## src/rtl/worm_rate_scheduler.sv

```systemverilog
// -----------------------------------------------------------------------------
// worm_rate_scheduler
//
// Sequences the LED worm display from the single free-running clock inClk.
// The two raw push buttons are synchronized, debounced and edge-detected.
// Each accepted press steps a one-hot speed state (fast / medium / slow).
// The block emits a one-cycle rotation strobe at the selected rate. It also
// owns the worm position counter and the active-low digit-select drive.
// No clock is ever gated or derived. Every rate is a strobe in inClk's domain.
//
// Parameters
//   TICK_DIV         inClk cycles per fast-rate tick (>= 2)
//   DEBOUNCE_CYCLES  consecutive stable synchronized cycles needed to accept
//                    a button level change (>= 1)
//
// Ports
//   inClk        in   system clock, rising edge
//   reset        in   asynchronous, active-high reset
//   buttonA      in   raw button, a press steps the speed forward
//   buttonB      in   raw button, a press steps the speed backward
//   clockSelect  out  one-hot speed: 100 fast, 010 medium, 001 slow
//   rotTick      out  registered one-cycle strobe that advances the rotator
//   wormDir      out  0 = position increasing, 1 = position decreasing
//   wormPos      out  current worm digit index 0..3
//   LEDSEL       out  active-low one-hot digit select, ~(4'b0001 << wormPos)
// -----------------------------------------------------------------------------
module worm_rate_scheduler #(
   parameter int TICK_DIV        = 16666667,
   parameter int DEBOUNCE_CYCLES = 500000
) (
   input  logic       inClk,
   input  logic       reset,
   input  logic       buttonA,
   input  logic       buttonB,
   output logic [2:0] clockSelect,
   output logic       rotTick,
   output logic       wormDir,
   output logic [1:0] wormPos,
   output logic [3:0] LEDSEL
);

   localparam int BASE_W = $clog2(TICK_DIV);
   localparam int DB_W   = $clog2(DEBOUNCE_CYCLES + 1);

   typedef enum logic [2:0] {
      FAST = 3'b100,
      MED  = 3'b010,
      SLOW = 3'b001
   } speed_t;

   // ---------------------------------------------------------------------------
   // Input conditioning. Index 0 is buttonA and index 1 is buttonB.
   // ---------------------------------------------------------------------------
   logic [1:0]           sync1;
   logic [1:0]           sync2;
   logic [1:0]           stable;
   logic [1:0]           press;
   logic [1:0][DB_W-1:0] db_cnt;

   // NOTE: sequential state uses non-blocking assignments only, so every flop
   // samples pre-edge values regardless of statement order.
   always_ff @(posedge inClk or posedge reset) begin
      if (reset) begin
         // NOTE: every register is reset, including the debounce counter array.
         // No flop may power up with a stale count or level.
         sync1  <= '0;
         sync2  <= '0;
         stable <= '0;
         press  <= '0;
         db_cnt <= '0;
      end else begin
         sync1 <= {buttonB, buttonA};
         sync2 <= sync1;
         for (int i = 0; i < 2; i++) begin
            press[i] <= 1'b0;
            if (sync2[i] == stable[i]) begin
               db_cnt[i] <= '0;
            end else if (db_cnt[i] == DB_W'(DEBOUNCE_CYCLES - 1)) begin
               stable[i] <= sync2[i];
               db_cnt[i] <= '0;
               // The pulse fires only when the stable level is accepted as
               // high, so a release never produces an event.
               press[i]  <= sync2[i];
            end else begin
               db_cnt[i] <= db_cnt[i] + 1'b1;
            end
         end
      end
   end

   wire press_a = press[0];
   wire press_b = press[1];

   // ---------------------------------------------------------------------------
   // Speed next-state decode.
   // ---------------------------------------------------------------------------
   // The state is held as a raw vector, not as the enum type. An upset can then
   // leave it in a non-one-hot value, and the default arm recovers from that.
   logic [2:0] sel_q;
   speed_t     sel_next;

   always_comb begin
      // NOTE: the default assignment first keeps every path assigned, so no
      // latch is inferred. It also makes illegal encodings fall back to FAST.
      sel_next = FAST;
      case (sel_q)
         FAST: begin
            if (press_a && !press_b)      sel_next = MED;
            else if (press_b && !press_a) sel_next = SLOW;
            else                          sel_next = FAST;
         end
         MED: begin
            if (press_a && !press_b)      sel_next = SLOW;
            else if (press_b && !press_a) sel_next = FAST;
            else                          sel_next = MED;
         end
         SLOW: begin
            if (press_a && !press_b)      sel_next = FAST;
            else if (press_b && !press_a) sel_next = MED;
            else                          sel_next = SLOW;
         end
         default: sel_next = FAST;
      endcase
   end

   // ---------------------------------------------------------------------------
   // Rate generation and position.
   // ---------------------------------------------------------------------------
   logic [BASE_W-1:0] base_cnt;
   logic [1:0]        sub_cnt;
   logic              base_tick;
   logic              rate_hit;
   logic [1:0]        pos_next;

   assign base_tick = (base_cnt == BASE_W'(TICK_DIV - 1));

   // The decision uses the current (pre-update) speed and sub-count. Medium
   // fires on every second base tick and slow on every fourth.
   assign rate_hit = (sel_q == FAST)
                   | ((sel_q == MED)  & sub_cnt[0])
                   | ((sel_q == SLOW) & (sub_cnt == 2'b11));

   assign pos_next = wormDir ? (wormPos - 2'd1) : (wormPos + 2'd1);

   always_ff @(posedge inClk or posedge reset) begin
      if (reset) begin
         sel_q    <= FAST;
         rotTick  <= 1'b0;
         wormDir  <= 1'b0;
         wormPos  <= 2'd0;
         LEDSEL   <= 4'b1110;
         base_cnt <= '0;
         sub_cnt  <= 2'd0;
      end else begin
         // The base counter free-runs and is never realigned by speed changes.
         base_cnt <= base_tick ? '0 : base_cnt + 1'b1;
         rotTick  <= base_tick & rate_hit;
         sel_q    <= sel_next;

         // A speed change restarts the divided cadence from a clean phase.
         if (sel_next != sel_q) begin
            sub_cnt <= 2'd0;
         end else if (base_tick) begin
            sub_cnt <= sub_cnt + 2'd1;
         end

         if (press_a && press_b) begin
            wormDir <= ~wormDir;
         end

         // pos_next uses the pre-edge wormDir. A toggle on the same edge
         // therefore takes effect from the following step.
         if (rotTick) begin
            wormPos <= pos_next;
            LEDSEL  <= ~(4'b0001 << pos_next);
         end
      end
   end

   assign clockSelect = sel_q;

endmodule

```

## config.mk

```make
export PLATFORM = sky130hd
export DESIGN_NAME = worm_rate_scheduler
export DESIGN_NICKNAME = d
export VERILOG_FILES = /design/src/rtl/worm_rate_scheduler.sv
export SDC_FILE = /design/constraint.sdc
export NUM_CORES = 1
export LEC_CHECK = 0
export BUFFER_PORTS_ARGS = -buffer_cell sky130_fd_sc_hd__buf_2
export CAP_MARGIN = 20
export CORE_MARGIN = 2
export CORE_UTILIZATION = 40
export CTS_BUF_LIST = sky130_fd_sc_hd__clkbuf_4 sky130_fd_sc_hd__clkbuf_8 sky130_fd_sc_hd__clkbuf_16
export DETAILED_ROUTE_END_ITERATION = 16
export PLACE_DENSITY = 0.55
export SYNTH_ARGS = -nofsm -noshare
export SYNTH_HDL_FRONTEND = slang
export SYNTH_SLANG_ARGS = --single-unit
```

## constraint.sdc

```tcl
create_clock -name inClk -period 2.6 [get_ports inClk]
set_input_delay 0 -clock inClk [delete_from_list [all_inputs] [get_ports inClk]]
set_output_delay 0 -clock inClk [all_outputs]
set_load 0.02 [all_outputs]
```

==> metrics <==
number of global-route vias before repair=2973; max_cap viols=0; Clk pwr share=40.4%; row count=37; drt first pass iters=4; CTS Buf Count=9; clock sinks=83; unrepaired setup endpoints after global routing=false; Worst setup SP type=flip-flop; Worst Hold Class=input pin to asynchronous set/reset pin; Tcrit/Tclk final=83.58%; Routed WL=7589 microns; total grt overflow=0; GRT Overall Usage=15.29%; Max clock buf depth=2; Vias per Instance=5.105; status=finished, final reports clean; worst-path maximum fanout=6; Worst-Margin Slew=0.7341 ns; # port buffers=14; final RePlAce weighted congestion=0.8170; CTS tree=built; sequential group share of total power=56.8%; Achievable Freq=460.2 MHz; net switching fraction of the power=22.12%; required time of the worst setup path=2.87 ns; Max H-tree Level=3; CP Class=flip-flop to flip-flop; Slew Viols, Final=0; Post-synth EDFFs=0; CP endpoint kind=flip-flop; Final Hold Fails=0; CTS clk-pin slew, worst paths=0.08 ns; Core Footprint=0.01014 sq mm; CTS resizes=0; Area growth, synth to finish=11.55%; Post-Syn Area=0.004116 sq mm; area share of the largest cell type after synthesis=48.02%; combinational power share=2.7%; Fin Clk Skew=0.01135 ns; die width=105.4 microns; top-level I/O count=15; Warnings, synthesis=0; WL/cell=13.22 microns; initial antenna violation count=0; residual DRC count=0; Root Driver=clkbuf_8; Synth Area per Inst=10.09 sq um; PD cells=502.0 mW/mm^2; vias=2930; Switching Power=0.5099 mW; Leakage=1.956 nW; post-synth net total=424; Synth area leader=dfrtp_1; Synth Register Bits=83; Slew headroom=50.61%; initial cell density of the core=40.60%; Post-Synthesis Cells=408; async set-reset flop share out of synthesis=100.0%; largest net degree at the start of global routing=36; VDD IR-drop max=0.0003444 V; post-synthesis cell type count=47; Final Power=2.305 mW; Data arrival, critical path=2.44 ns; Ant. Diodes=0; first-pass GRT wire length=13720 microns; final-report setup violation count=0; ranking of synthesized cells by area=dfrtp_1, xnor2_1, xor2_1, nor2_1, ha_1; internal power=1.795 mW; DIE HEIGHT=105.4 microns; ys flop type=dfrtp_1; setup total negative slack=0 ns; flop2flop setup slack=0.43 ns; hpwl dp=5336 microns; layout net count=449; Die Area=0.01112 sq mm; Antenna Nets Post-Route=0; Skew-Pair Late Insertion Delay=0.36 ns; layout cells sized above 1=13.01%; 1st-iter DRT viols=143; sequential area share after synthesis=50.58%; Tmin final=2.173 ns
## flip-flops by register name (all words and copies together) (netlist names)
register     count
sub_cnt          2
LEDSEL           4
sync1            2
press            2
sync2            2
wormPos          2
rotTick          1
base_cnt        24
stable           2
db_cnt          38
clockSelect      3
wormDir          1
## metrics by stage
step	setup slack (ns)	hold slack [ns]	std cells	cell area (sq um)	utilization (%)
floorplan	0.4698	0.03143	408	4116	-
global placement	0.5049	0.09740	555	4364	43.05
detailed placement	0.4283	0.09476	555	4364	43.05
CTS	0.4199	0.2401	574	4592	45.29
global route	0.2922	0.2501	574	4592	45.29
finish	0.4270	0.2337	574	4592	45.29
## placed cells by master, fill, tap and decap left out, types with 2 or more instances in the layout
master / netlist / layout
dfrtp_1: 79 / 79
nor2_1: 44 / 44
xnor2_1: 23 / 23
nand2_1: 22 / 22
nand3_1: 22 / 22
inv_1: 22 / 21
a21oi_1: 20 / 20
xor2_1: 19 / 19
nand4_1: 18 / 18
o21ai_0: 14 / 14
buf_2: 4 / 14
ha_1: 12 / 12
nor4_1: 10 / 10
nor3_1: 10 / 10
clkbuf_8: 0 / 10
or3_1: 9 / 9
or4_1: 7 / 7
mux2i_1: 7 / 7
o31ai_1: 6 / 6
and2_1: 6 / 6
buf_4: 0 / 6
and4_1: 5 / 5
dfstp_2: 4 / 4
nand2b_1: 4 / 4
and3_1: 4 / 4
clkinv_2: 0 / 4
or2_2: 3 / 3
mux2_2: 3 / 3
dlygate4sd3_1: 0 / 3
nor2b_1: 2 / 2
a22oi_1: 2 / 2
nor4b_1: 2 / 2
nor4bb_1: 2 / 2
or3_2: 2 / 2
## cell families after synthesis
logic type / Yosys count / share of synthesized area [%]
AOI/OAI and AO/OA: 50 / 7.447
xor gates and xnor gates: 42 / 8.936
adders and majority gates: 12 / 3.647
buffers and inverters: 31 / 2.948
DFF: 83 / 50.58
muxes: 10 / 2.523
and+or+nand+nor: 180 / 23.92
## cell usage after synthesis (2+ instances only)
master    count
xor2_1       19
nand4_1      18
nor2b_1       2
or3_2         2
ha_1         12
or3_1         9
buf_2         4
xnor2_1      23
nor4bb_1      2
inv_1        22
nor4_1       10
o31ai_1       6
a22oi_1       2
nand2b_1      4
nor3_1       10
or4_1         7
mux2i_1       7
or2_2         3
nand2_1      22
nand3_1      22
clkbuf_1      5
and2_1        6
and3_1        4
dfstp_2       4
nor2_1       44
dfrtp_1      79
o21ai_0      14
mux2_2        3
nor4b_1       2
and4_1        5
a21oi_1      20
## what timing repair did
action,CTS,global route
setup buffers,0,0
hold endpoints to repair,34,0
hold buffers,3,0
## routing by layer
metal / vias up / share of wire (%) / GRT usage, %
li1: 1488 / - / -
met1: 1405 / 49 / 20.29
met2: 33 / 47 / 23.82
met3: 4 / 3.4 / 5.195
met4: 0 / 0.62 / 4.286
met5: - / 0 / 0
## worst paths after layout
path | start | endpoint | cells after the start
hold / removal | reset | sync1[0]$_DFF_PP0_ | 3
max in group asynchronous | reset | LEDSEL[2]$_DFFE_PP1P_ | 4
setup / recovery | base_cnt[0]$_DFF_PP0_ | base_cnt[18]$_DFF_PP0_ | 5
min in group inClk | buttonB | sync1[1]$_DFF_PP0_ | 2
setup reg to reg | base_cnt[0]$_DFF_PP0_ | base_cnt[18]$_DFF_PP0_ | 5
hold reg to reg | sync1[0]$_DFF_PP0_ | sync2[0]$_DFF_PP0_ | 0
## critical path: stages (launching register included)
cell	delay, ns
dfrtp_1	0.43
ha_1	0.24
nand4_2	0.17
or4_4	0.60
or3_2	0.47
a21oi_1	0.17
## cell type report
cell class | count | area [sq um]
tap | 136 | 170.2
fill | 977 | 5547
timing repair buffer | 23 | 145.1
clock inverter | 5 | 52.55
inverter | 22 | 83.83
clock buffer | 11 | 145.1
sequential | 83 | 2082
multi-input combinational | 294 | 1913
## power groups by stage
stage          Clock, mW  Sequential, mW  Combinational, mW
6_report           0.932            1.31             0.0627
3_5_place_dp           0            1.34             0.0633
2_1_floorplan          0            1.33             0.0417
3_3_place_gp           0            1.34             0.0621
5_1_grt             1.04            1.31             0.0740
4_1_cts            0.974            1.31             0.0667
Power figures use the tool's default switching activity.
